===== src/rtl/router_reg_p.sv =====
// Router datapath register block: header capture, payload forwarding through a
// small hold buffer while the destination FIFO is full, and packet parity checking.
module router_reg_p #(
  parameter int DW         = 8,
  parameter int ADDR_W     = 2,
  parameter int HOLD_DEPTH = 2,
  parameter int PAR_MODE   = 0
) (
  input  logic                              clk,
  input  logic                              rst,
  input  logic                              pkt_valid,
  input  logic [DW-1:0]                     din,
  input  logic                              fifo_full,
  input  logic                              detect_addr,
  input  logic                              lfd_state,
  input  logic                              ld_state,
  input  logic                              laf_state,
  input  logic                              full_state,
  input  logic                              rst_int_reg,
  output logic [DW-1:0]                     dout,
  output logic                              dout_vld,
  output logic                              parity_done,
  output logic                              low_pkt_valid,
  output logic                              err,
  output logic [$clog2(HOLD_DEPTH+1)-1:0]   hold_cnt,
  output logic                              hold_ovf
);

  localparam int PW = (HOLD_DEPTH > 1) ? $clog2(HOLD_DEPTH) : 1;
  localparam int CW = $clog2(HOLD_DEPTH + 1);
  localparam logic [CW-1:0] DEPTH_C  = CW'(HOLD_DEPTH);
  localparam logic [PW-1:0] LAST_PTR = PW'(HOLD_DEPTH - 1);

  logic [DW-1:0] header_reg;
  logic [DW-1:0] acc_reg;
  logic [DW-1:0] ext_parity_reg;
  logic          parity_done_d_reg;
  logic [PW-1:0] wr_ptr_reg, wr_ptr_next;
  logic [PW-1:0] rd_ptr_reg, rd_ptr_next;
  logic [CW-1:0] hold_cnt_next;
  logic [DW-1:0] hold_mem [HOLD_DEPTH];

  logic sel_det, sel_lfd, sel_ld, sel_laf;
  logic addr_ok, hold_empty, hold_full;
  logic push, pop, drop, chk_now;

  function automatic logic [DW-1:0] fold(input logic [DW-1:0] a, input logic [DW-1:0] b);
    if (PAR_MODE == 0) return a ^ b;
    else               return a + b;
  endfunction

  function automatic logic [PW-1:0] ptr_inc(input logic [PW-1:0] p);
    return (p == LAST_PTR) ? '0 : p + 1'b1;
  endfunction

  always_comb begin
    sel_det    = detect_addr;
    sel_lfd    = ~detect_addr & lfd_state;
    sel_ld     = ~detect_addr & ~lfd_state & ld_state;
    sel_laf    = ~detect_addr & ~lfd_state & ~ld_state & laf_state;
    addr_ok    = (din[ADDR_W-1:0] != {ADDR_W{1'b1}});
    hold_empty = (hold_cnt == '0);
    hold_full  = (hold_cnt == DEPTH_C);
    // A word goes into the buffer when the FIFO is blocked, or when older words
    // are still waiting ahead of it; the oldest word leaves whenever the FIFO can take one.
    push       = sel_ld & (fifo_full ? ~hold_full : ~hold_empty);
    pop        = (sel_ld | sel_laf) & ~fifo_full & ~hold_empty;
    drop       = sel_ld & fifo_full & hold_full;
    chk_now    = parity_done & ~parity_done_d_reg;

    hold_cnt_next = hold_cnt;
    wr_ptr_next   = wr_ptr_reg;
    rd_ptr_next   = rd_ptr_reg;
    if (sel_det) begin
      hold_cnt_next = '0;
      wr_ptr_next   = '0;
      rd_ptr_next   = '0;
    end else begin
      if (push) wr_ptr_next = ptr_inc(wr_ptr_reg);
      if (pop)  rd_ptr_next = ptr_inc(rd_ptr_reg);
      if (push && !pop)      hold_cnt_next = hold_cnt + 1'b1;
      else if (pop && !push) hold_cnt_next = hold_cnt - 1'b1;
    end
  end

  always_ff @(posedge clk) begin
    if (push) hold_mem[wr_ptr_reg] <= din;
  end

  always_ff @(posedge clk or negedge rst) begin
    if (!rst) begin
      dout              <= '0;
      dout_vld          <= 1'b0;
      header_reg        <= '0;
      acc_reg           <= '0;
      ext_parity_reg    <= '0;
      parity_done       <= 1'b0;
      parity_done_d_reg <= 1'b0;
      low_pkt_valid     <= 1'b0;
      err               <= 1'b0;
      hold_ovf          <= 1'b0;
      hold_cnt          <= '0;
      wr_ptr_reg        <= '0;
      rd_ptr_reg        <= '0;
    end else begin
      dout_vld          <= 1'b0;
      parity_done_d_reg <= parity_done;
      hold_cnt          <= hold_cnt_next;
      wr_ptr_reg        <= wr_ptr_next;
      rd_ptr_reg        <= rd_ptr_next;

      if (sel_det && pkt_valid && addr_ok) header_reg <= din;

      if (sel_det) begin
        acc_reg        <= '0;
        ext_parity_reg <= '0;
        parity_done    <= 1'b0;
        hold_ovf       <= 1'b0;
      end

      if (sel_lfd) begin
        dout     <= header_reg;
        dout_vld <= 1'b1;
        acc_reg  <= fold(acc_reg, header_reg);
      end

      if (sel_ld) begin
        if (!fifo_full) begin
          dout     <= hold_empty ? din : hold_mem[rd_ptr_reg];
          dout_vld <= 1'b1;
        end
        if (pkt_valid && !full_state) acc_reg <= fold(acc_reg, din);
        // The parity word is captured even if the FIFO is full; it never enters the accumulator.
        if (!pkt_valid && !parity_done) begin
          ext_parity_reg <= din;
          parity_done    <= 1'b1;
        end
      end

      if (sel_laf && !fifo_full && !hold_empty) begin
        dout     <= hold_mem[rd_ptr_reg];
        dout_vld <= 1'b1;
      end

      if (drop) hold_ovf <= 1'b1;

      if (rst_int_reg)                low_pkt_valid <= 1'b0;
      else if (sel_ld && !pkt_valid)  low_pkt_valid <= 1'b1;

      if (sel_det || rst_int_reg) err <= 1'b0;
      else if (chk_now)           err <= (acc_reg != ext_parity_reg);
    end
  end

endmodule


===== config.mk =====
export PLATFORM = sky130hd
export DESIGN_NAME = router_reg_p
export DESIGN_NICKNAME = d
export VERILOG_FILES = /design/src/rtl/router_reg_p.sv
export SDC_FILE = /design/constraint.sdc
export NUM_CORES = 1
export LEC_CHECK = 0
export ABC_AREA = 1
export CAP_MARGIN = 5
export CORE_ASPECT_RATIO = 0.8
export CORE_MARGIN = 2
export CORE_UTILIZATION = 30
export CTS_CLUSTER_DIAMETER = 120
export CTS_CLUSTER_SIZE = 24
export DETAILED_ROUTE_END_ITERATION = 10
export GPL_ROUTABILITY_DRIVEN = 0
export SLEW_MARGIN = 20
export SYNTH_ARGS = -nofsm -noshare
export SYNTH_HDL_FRONTEND = slang
export SYNTH_SLANG_ARGS = --single-unit

===== constraint.sdc =====
create_clock -name clk -period 1.8 [get_ports clk]
set_input_delay 0.18 -clock clk [delete_from_list [all_inputs] [get_ports clk]]
set_output_delay 0.18 -clock clk [all_outputs]
set_load 0.01 [all_outputs]

**Word level (Yosys, flattened, before mapping)**

Memories as Yosys holds them, arrays and structs flattened.
Cells that the tools add are included.
W data, S select, Z words.

- Input port bits: 18
- Logic and storage cells: 103
- Output and inout port bits: 15
- Memory bits (writable): 16
- Memories: 1
- Register bits: 42

- Equal/unequal tests: 3
- Reductions and logical operators: 24
- Mux-type cells: 37
- Bitwise gates (word level): 21
- Add/subtract/negate cells: 4

Memory list:

| name | depth | bits a word | read ports | clocked after Yosys merged registers in | write ports | line | RTL |
|---|---|---|---|---|---|---|---|
| hold_mem | 2 | 8 | 1 | 0 | 1 | 41 | `logic [DW-1:0] hold_mem [HOLD_DEPTH];` |

Operators by type and width:

| cell | number |
|---|---|
| $mux W8 | 12 |
| $mux W1 | 22 |
| $xor A8 B8 Y8 | 2 |
| $and A1 B1 Y1 | 11 |
| $reduce_bool A2 Y1 | 5 |
| $logic_and A1 B1 Y1 | 9 |
| $ne A8 B8 Y1 | 1 |
| $logic_not A1 Y1 | 7 |
| $not A1 Y1 | 7 |
| $mux W2 | 3 |
| $reduce_bool A3 Y1 | 1 |
| $add A1 B1 Y1 const B | 2 |
| $add A2 B1 Y2 const B | 1 |
| $eq A2 B2 Y1 const B | 1 |
| $logic_not A2 Y1 | 1 |
| $ne A2 B2 Y1 const B | 1 |
| $sub A2 B1 Y2 const B | 1 |
| $logic_or A1 B1 Y1 | 1 |
| $or A1 B1 Y1 | 1 |

**Logic depth before layout (Yosys ltp)**

Gate-level depths: netlist of run 1.

- Depth after elaboration: 11
- Mapped depth: 8
- Depth with buffers taken out: 8

**Worst setup path before layout of run 1**

OpenSTA, ideal clock, no wires.

- Path kind: reg-to-reg
- From: reg hold_cnt[0]
- To: mem hold_mem[1][0] (enable)
- Data arrival time: 1.190 ns
- Path buffers: 0
- Clock period less this slack: 1.561 ns
- Setup time: 0.371 ns
- Stages on the path, launching flop included: 7
- Slack: 0.239 ns
- Data required time: 1.429 ns
- Cells stage by stage: dfrtp_1 -> inv_1 -> nand2_1 -> o21ai_0 -> nor2_1 -> inv_1 -> nor2_1

- Cells in the longest elaborated chain, start to end: 6
- Elaborated cells between the ends (all ways): 8
- Those cells by class: 1 x eq/ne; 3 x mux; 3 x bitwise; 1 x reduce/logical

RTL lines:

| element | line | RTL |
|---|---|---|
| from (decl) | 25 | `output logic [$clog2(HOLD_DEPTH+1)-1:0] hold_cnt,` |
| from (signal assigned) | 108 | `hold_cnt <= hold_cnt_next;` |
| $eq A2 B2 Y1 or $logic_not A2 Y1 (tied branches) | 63, 62 |  |
| $not A1 Y1 | 66 | `push = sel_ld & (fifo_full ? ~hold_full : ~hold_empty);` |
| $mux W1 * | 66 |  |
| $and A1 B1 Y1 * | 66 |  |
| $mux W1 * | 87 | `if (push) hold_mem[wr_ptr_reg] <= din;` |
| $mux W1 (implied by the code) * | 87 |  |
| to (decl) | 41 |  |

Every way passes the cells marked *; elsewhere a longest branch is shown, timed or not.

**Final worst setup path of run 1**

- From: reg hold_cnt[0]
- To: mem hold_mem[0][1] (enable)

Same word-level chain as after synthesis.

==> impl_metrics.env, run 1 <==
export IMPL_fin_ws_ns=0.286
export IMPL_status="completed"
export IMPL_maxCapViolations=0
export IMPL_synth_area_top_cells="dfrtp_1 (36%), edfxtp_1 (16%), nand2_1 (12%), inv_1 (4.5%), o21ai_1 (4.0%)"
export IMPL_start_util_pct=30.6
export IMPL_grt_max_degree=43
export IMPL_yosys_area_top_type="dfrtp_1"
export IMPL_fin_total_pwr_mw=3.64
export IMPL_dp_slack_ns=0.0592
export IMPL_ant_nets=0
export IMPL_synth_compound_area_share_pct=13.6
export IMPL_cts_htree_levels=3
export IMPL_syn2layout_area_growth_pct=26.2
export IMPL_wl_mm=6.96
export IMPL_ys_types=32
export IMPL_peakVddDrop_uv=442
export IMPL_synthXorXnorAreaFrac_pct=2.71
export IMPL_syn_cell_area_um2=2910
export IMPL_synth_warnings=0
export IMPL_cts_buffers_inserted=9
export IMPL_final_hold_viol_count=0
export IMPL_wl_per_cell_um=13.8
export IMPL_clk_pin_slew_worst_paths_ns=0.05
export IMPL_die_w_um=114
export IMPL_worst_r2r_endpoint="hold_mem[0][1]"
export IMPL_tns_ns=0
export IMPL_nets=397
export IMPL_startpoint="hold_cnt[0]"
export IMPL_r2r_start="hold_cnt[0]"
export IMPL_min_period_ns=1.51
export IMPL_clkPwrFrac_pct=42.3
export IMPL_path_max_fanout=8
export IMPL_min_period_over_period_pct=84.1
export IMPL_reg2reg_depth=6
export IMPL_dr_pass1_iters=4
export IMPL_setup_viol=0
export IMPL_cpMaxStageDelayCell="dfrtp_1"
export IMPL_drc_errors=0
export IMPL_synth_adder_area_share_pct=0
export IMPL_internal_power_mw=2.67
export IMPL_swShare_pct=26.5
export IMPL_die_h_um=92.2
export IMPL_top_register="hold_mem"
export IMPL_num_rows=32
export IMPL_largest_register_ffs=16
export IMPL_tightest_slew_ns=0.579
export IMPL_syn_avg_cell_area_um2=8.75
export IMPL_arrival_ns=1.51
export IMPL_endpoint_kind="flop"
export IMPL_grt_first_pass_wirelength_mm=11.8
export IMPL_clock_sinks=58
export IMPL_synth_top_area_share_pct=36.1
export IMPL_core_um2=9530
export IMPL_holdCritStartpoint="parity_done"
export IMPL_drive_gt1_share_pct=13.8
export IMPL_whs_ns=0.416
export IMPL_synth_simple_area_share_pct=23.4
export IMPL_die_area_um2=10500
export IMPL_holdPathStages=0
export IMPL_synth_nets=351
export IMPL_critPathKind="flop to flop"
export IMPL_hold_end="parity_done_d_reg"
export IMPL_gr_usage_all_layers_pct=14.7
export IMPL_met1_usage_pct=19.2
export IMPL_syn_inst=333
export IMPL_fin_util_pct=38.6
export IMPL_cp_depth=6
export IMPL_seq_power_share_pct=42.3
export IMPL_combPwrFrac_pct=15.3
export IMPL_cts_tree="built"
export IMPL_cp_required_ns=1.80
export IMPL_rsz0062_at_grt="no"
export IMPL_port_buffer_count=32
export IMPL_max_slew_margin_pct=61.4
export IMPL_cts_max_path_buffers=2
export IMPL_critPathLaunchType="flop"
export IMPL_reg2reg_slack_ns=0.29
export IMPL_io_pins=33
export IMPL_dr_total_vias=2367
export IMPL_busiest_layer="met2"
export IMPL_path_cells="inv_1, nand2_1, o21ai_0, nor2_1, nand2_1, inv_1"
export IMPL_drt_iter0_drc=151
export IMPL_use_met2_pct=23.6
export IMPL_synth_top_family_by_area="simple AND/OR/NAND/NOR gates"
export IMPL_ys_seq_area_share_pct=52.6
export IMPL_overflow=0
export IMPL_diodes=0
export IMPL_critPathMaxStageDelay_ns=0.39
export IMPL_maxSlewViolCount=0
export IMPL_clock_skew_ns=0.00619
export IMPL_root_buffer="clkbuf_16"
export IMPL_crit_buf_inv=2
export IMPL_first_global_vias=2349
export IMPL_via_per_inst=4.71
export IMPL_hold_class="flop to flop"
export IMPL_dp_final_hpwl_mm=5.01
export IMPL_ys_ff_latch=58
export IMPL_crit_family="flip-flops"
export IMPL_antenna_found_initial=0
export IMPL_fmax_ghz=0.661
export IMPL_power_switching_mw=0.962
export IMPL_use_met3_pct=4.36
export IMPL_leakage_nw=1.68
export IMPL_synth_mux_area_fraction_pct=0
export IMPL_clk_latency_ns=0.32
export IMPL_cellPowerDensity_nw_per_um2=989
-- worst reg2reg max path, cell delays in order, from the launching register on --
cell and delay (ns):
dfrtp_1 0.39, inv_1 0.08, nand2_1 0.12, o21ai_0 0.09
nor2_1 0.16, nand2_1 0.10, inv_1 0.24
-- routing by layer --
layer	share of wire [%]	routed length [um]
met3	4.7	326
met2	47	3270
met4	1.3	92
met5	0	0
met1	47	3260
-- logic make-up (layout without fill, tap and decap cells) --
logic type      after synthesis  count (layout)
simple gates                153             153
compound gates               63              63
flops                        58              58
buf+inv                      50             101
xor+xnor                      9               9
-- cell usage in the layout, fill, tap and decap left out, types with 3 or more instances in the layout --
cell type,count
nor2_1,26
dfrtp_1,42
nand4_1,6
inv_2,3
o211ai_1,4
buf_4,11
nand2_4,4
o211ai_2,8
a21oi_1,9
clkbuf_16,9
nand2_1,92
inv_1,35
o21ai_0,16
nand3_1,16
clkdlybuf4s50_1,31
edfxtp_1,16
xnor2_1,9
o21ai_1,23
clkinv_1,3
-- cell type report --
cell class,instances,area [um^2]
clock buffer,10,239
clock inverter,6,32.5
fill,983,5850
inverter,41,164
multi-input combinational,225,1150
sequential,58,1530
tap,119,149
timing repair buffer,44,408
-- repair_timing --
item,CTS,global route
setup buffers,0,0
resized for setup,0,0
hold buffers,1,0
endpoints found under the hold margin,42,0
-- worst max-delay path by stage --
| stage | slack [ns] | end |
|---|---|---|
| 6_report | 0.29 | hold_mem[0][1] |
| 5_1_grt | 0.15 | hold_mem[0][7] |
| 4_1_cts | 0.28 | hold_mem[0][7] |
| 3_5_place_dp | 0.06 | hold_mem[0][7] |
| 3_3_place_gp | 0.1 | hold_mem[0][4] |
| 2_1_floorplan | 0.24 | hold_mem[1][0] |
-- synthesized netlist by cell type (all sizes together) --
library cell   n
clkinv         2
o211ai        12
o21ai         40
or2            2
dfrtp         42
buf            9
nand2         98
nand4          6
inv           39
a21oi         10
nor2          28
edfxtp        16
o21bai         1
nand3         18
nor3           1
xnor2          9
-- power by group through the flow --
stage / Combinational, mW / Sequential (mW) / Clock, mW
CTS: 0.564 / 1.54 / 1.58
global route: 0.631 / 1.55 / 1.63
floorplan: 0.307 / 1.56 / 0
finish: 0.557 / 1.54 / 1.54
detailed placement: 0.559 / 1.56 / 0
global placement: 0.547 / 1.56 / 0
-- through the flow --
step | instances | cell area (um^2)
floorplan | 333 | 2910
global placement | 486 | 3400
detailed placement | 486 | 3400
CTS | 503 | 3680
global route | 503 | 3680
finish | 503 | 3680
Note: power is estimated with default switching activity, not from simulation.
==> run 2: changes to the inputs <==
clock period = 1.2 ns   (was 1.8 ns; I/O delays follow)
==> run 2 against run 1 <==
  * The run now ends with negative setup slack left
  * Core utilization is 3.6 points higher
  * Via count increased by 3.3%
  * Sequential share of layout area decreased by 3.5 points
  * Non-clock buffer count grew 24
  * Count of clock-buffer cells in the layout did not move
  * Clock power rose by 100%
  * Die area did not move
  * Register-to-register slack got worse by 0.41 ns
  * Hold slack got worse by 0.13 ns
  * Sequential power is 50% higher
  * Cell area increased by 9.3%
==> impl_metrics.env, run 2 (synthesized netlist as in run 1, its figures left out) <==
export IMPL_status="finished with violations"
export IMPL_violations="negative setup slack"
export IMPL_peakVddDrop_uv=616
export IMPL_met2WireLength_mm=3.15
export IMPL_drc_errors=0
export IMPL_critPathLaunchType="flop"
export IMPL_cts_tree="built"
export IMPL_nets=422
export IMPL_setup_viol=27
export IMPL_clock_skew_ns=0.00723
export IMPL_die_area_um2=10500
export IMPL_final_hold_viol_count=0
export IMPL_leakage_nw=1.90
export IMPL_min_period_ns=1.33
export IMPL_first_global_vias=2411
export IMPL_endpoint_kind="flop"
export IMPL_min_period_over_period_pct=111
export IMPL_rsz0062_at_grt="yes"
export IMPL_met3WireLength_um=362
export IMPL_max_slew_margin_pct=79.8
export IMPL_fin_ws_ns=-0.127
export IMPL_dr_pass1_iters=5
export IMPL_die_w_um=114
export IMPL_layout_common_cells="nand2_1 (89), dfrtp_1 (41), buf_4 (30)"
export IMPL_path_max_fanout=8
export IMPL_reg2reg_depth=6
export IMPL_via_per_inst=4.63
export IMPL_dp_slack_ns=-0.450
export IMPL_clock_sinks=58
export IMPL_root_buffer="clkbuf_16"
export IMPL_largest_register_ffs=16
export IMPL_diodes=0
export IMPL_core_um2=9530
export IMPL_num_rows=32
export IMPL_hold_class="input port to async pin"
export IMPL_top_register="hold_mem"
export IMPL_r2r_start="hold_cnt[1]"
export IMPL_overflow=0
export IMPL_start_util_pct=30.6
export IMPL_arrival_ns=1.37
export IMPL_cts_buffers_inserted=9
export IMPL_die_h_um=92.2
export IMPL_maxSlewViolCount=0
export IMPL_top_layer_used="met4"
export IMPL_dr_total_vias=2444
export IMPL_tightest_slew_ns=0.302
export IMPL_dp_final_hpwl_mm=5.01
export IMPL_wl_mm=7.00
export IMPL_wl_met1_mm=3.40
export IMPL_fin_util_pct=42.2
export IMPL_clk_latency_ns=0.33
export IMPL_syn2layout_area_growth_pct=37.9
export IMPL_layout_commonest_cell="nand2_1"
export IMPL_fmax_ghz=0.753
export IMPL_fin_total_pwr_mw=6.29
export IMPL_worst_r2r_endpoint="hold_mem[1][5]"
export IMPL_reg2reg_slack_ns=-0.13
export IMPL_ant_nets=0
export IMPL_cts_htree_levels=3
export IMPL_drive_gt1_share_pct=24.0
export IMPL_drt_iter0_drc=104
export IMPL_cellPowerDensity_nw_per_um2=1570
export IMPL_grt_first_pass_wirelength_mm=11.7
export IMPL_cts_max_path_buffers=2
export IMPL_clk_pin_slew_worst_paths_ns=0.05
export IMPL_cp_required_ns=1.24
export IMPL_io_pins=33
export IMPL_maxCapViolations=0
export IMPL_critPathKind="flop to flop"
export IMPL_fill_cells=962
export IMPL_wl_per_cell_um=13.3
export IMPL_gr_usage_all_layers_pct=14.4
export IMPL_grt_max_degree=43
export IMPL_antenna_found_initial=0
export IMPL_port_buffer_count=32
-- run 2: worst max-delay path by stage --
stage | slack, ns | from | endpoint
final | -0.13 | hold_cnt[1] | hold_mem[1][5]
after global routing | -0.23 | hold_cnt[0] | hold_mem[1][3]
after CTS | -0.12 | hold_cnt[0] | hold_mem[1][3]
after detailed placement | -0.45 | lfd_state | hold_mem[1][4]
after global placement | -0.40 | fifo_full | hold_mem[1][2]
after floorplan | -0.12 | hold_cnt[0] | hold_mem[1][0]
-- run 2: power breakdown --
group	total (mW)	leakage [nW]	internal, mW	switching, mW
sequential	2.31	0.680	2.19	0.118
combinational	0.871	1.04	0.406	0.465
clock	3.11	0.174	2.23	0.887
total	6.29	1.90	4.82	1.47
-- run 2: layout make-up --
type | count | area (um^2) | share of cell area [%]
multi-input combinational | 225 | 1200 | 29.9
timing repair buffer | 68 | 604 | 15.0
clock inverter | 6 | 129 | 3.21
clock buffer | 10 | 229 | 5.70
tap | 119 | 149 | 3.70
sequential | 58 | 1530 | 38.1
inverter | 41 | 166 | 4.14
timing repair inverter | 1 | 8.76 | 0.218
-- run 2: what timing repair did --
action,CTS,global route
buffers inserted,5,3
resized for setup,28,16
hold buffers,1,0
setup endpoints to repair,48,35
endpoints found under the hold margin,42,0
cloned,1,0
pin swaps,5,8
-- run 2: metal layers --
metal | up-vias | track usage (%)
met1 | 1139 | 19.4
met2 | 63 | 22.2
met4 | 0 | 4.27
li1 | 1230 | -
met5 | - | 0
met3 | 12 | 4.76
-- run 2: per-stage QoR --
step | std cells | TNS (ns) | hold slack, ns | area (um^2)
global route | 528 | -4.73 | 0.322 | 4020
global placement | 502 | -16.59 | 0.114 | 3550
finish | 528 | -1.77 | 0.289 | 4020
floorplan | 333 | -1.18 | -0.176 | 2930
CTS | 525 | -1.76 | 0.292 | 3960
detailed placement | 502 | -18.37 | 0.117 | 3550
-- run 2: critical path: stages (launching register included) --
cell and delay [ns]:
dfrtp_2 0.43, nand2_2 0.09, o21ai_1 0.06, nor2_1 0.13
inv_1 0.10, nor2_4 0.11, buf_12 0.13
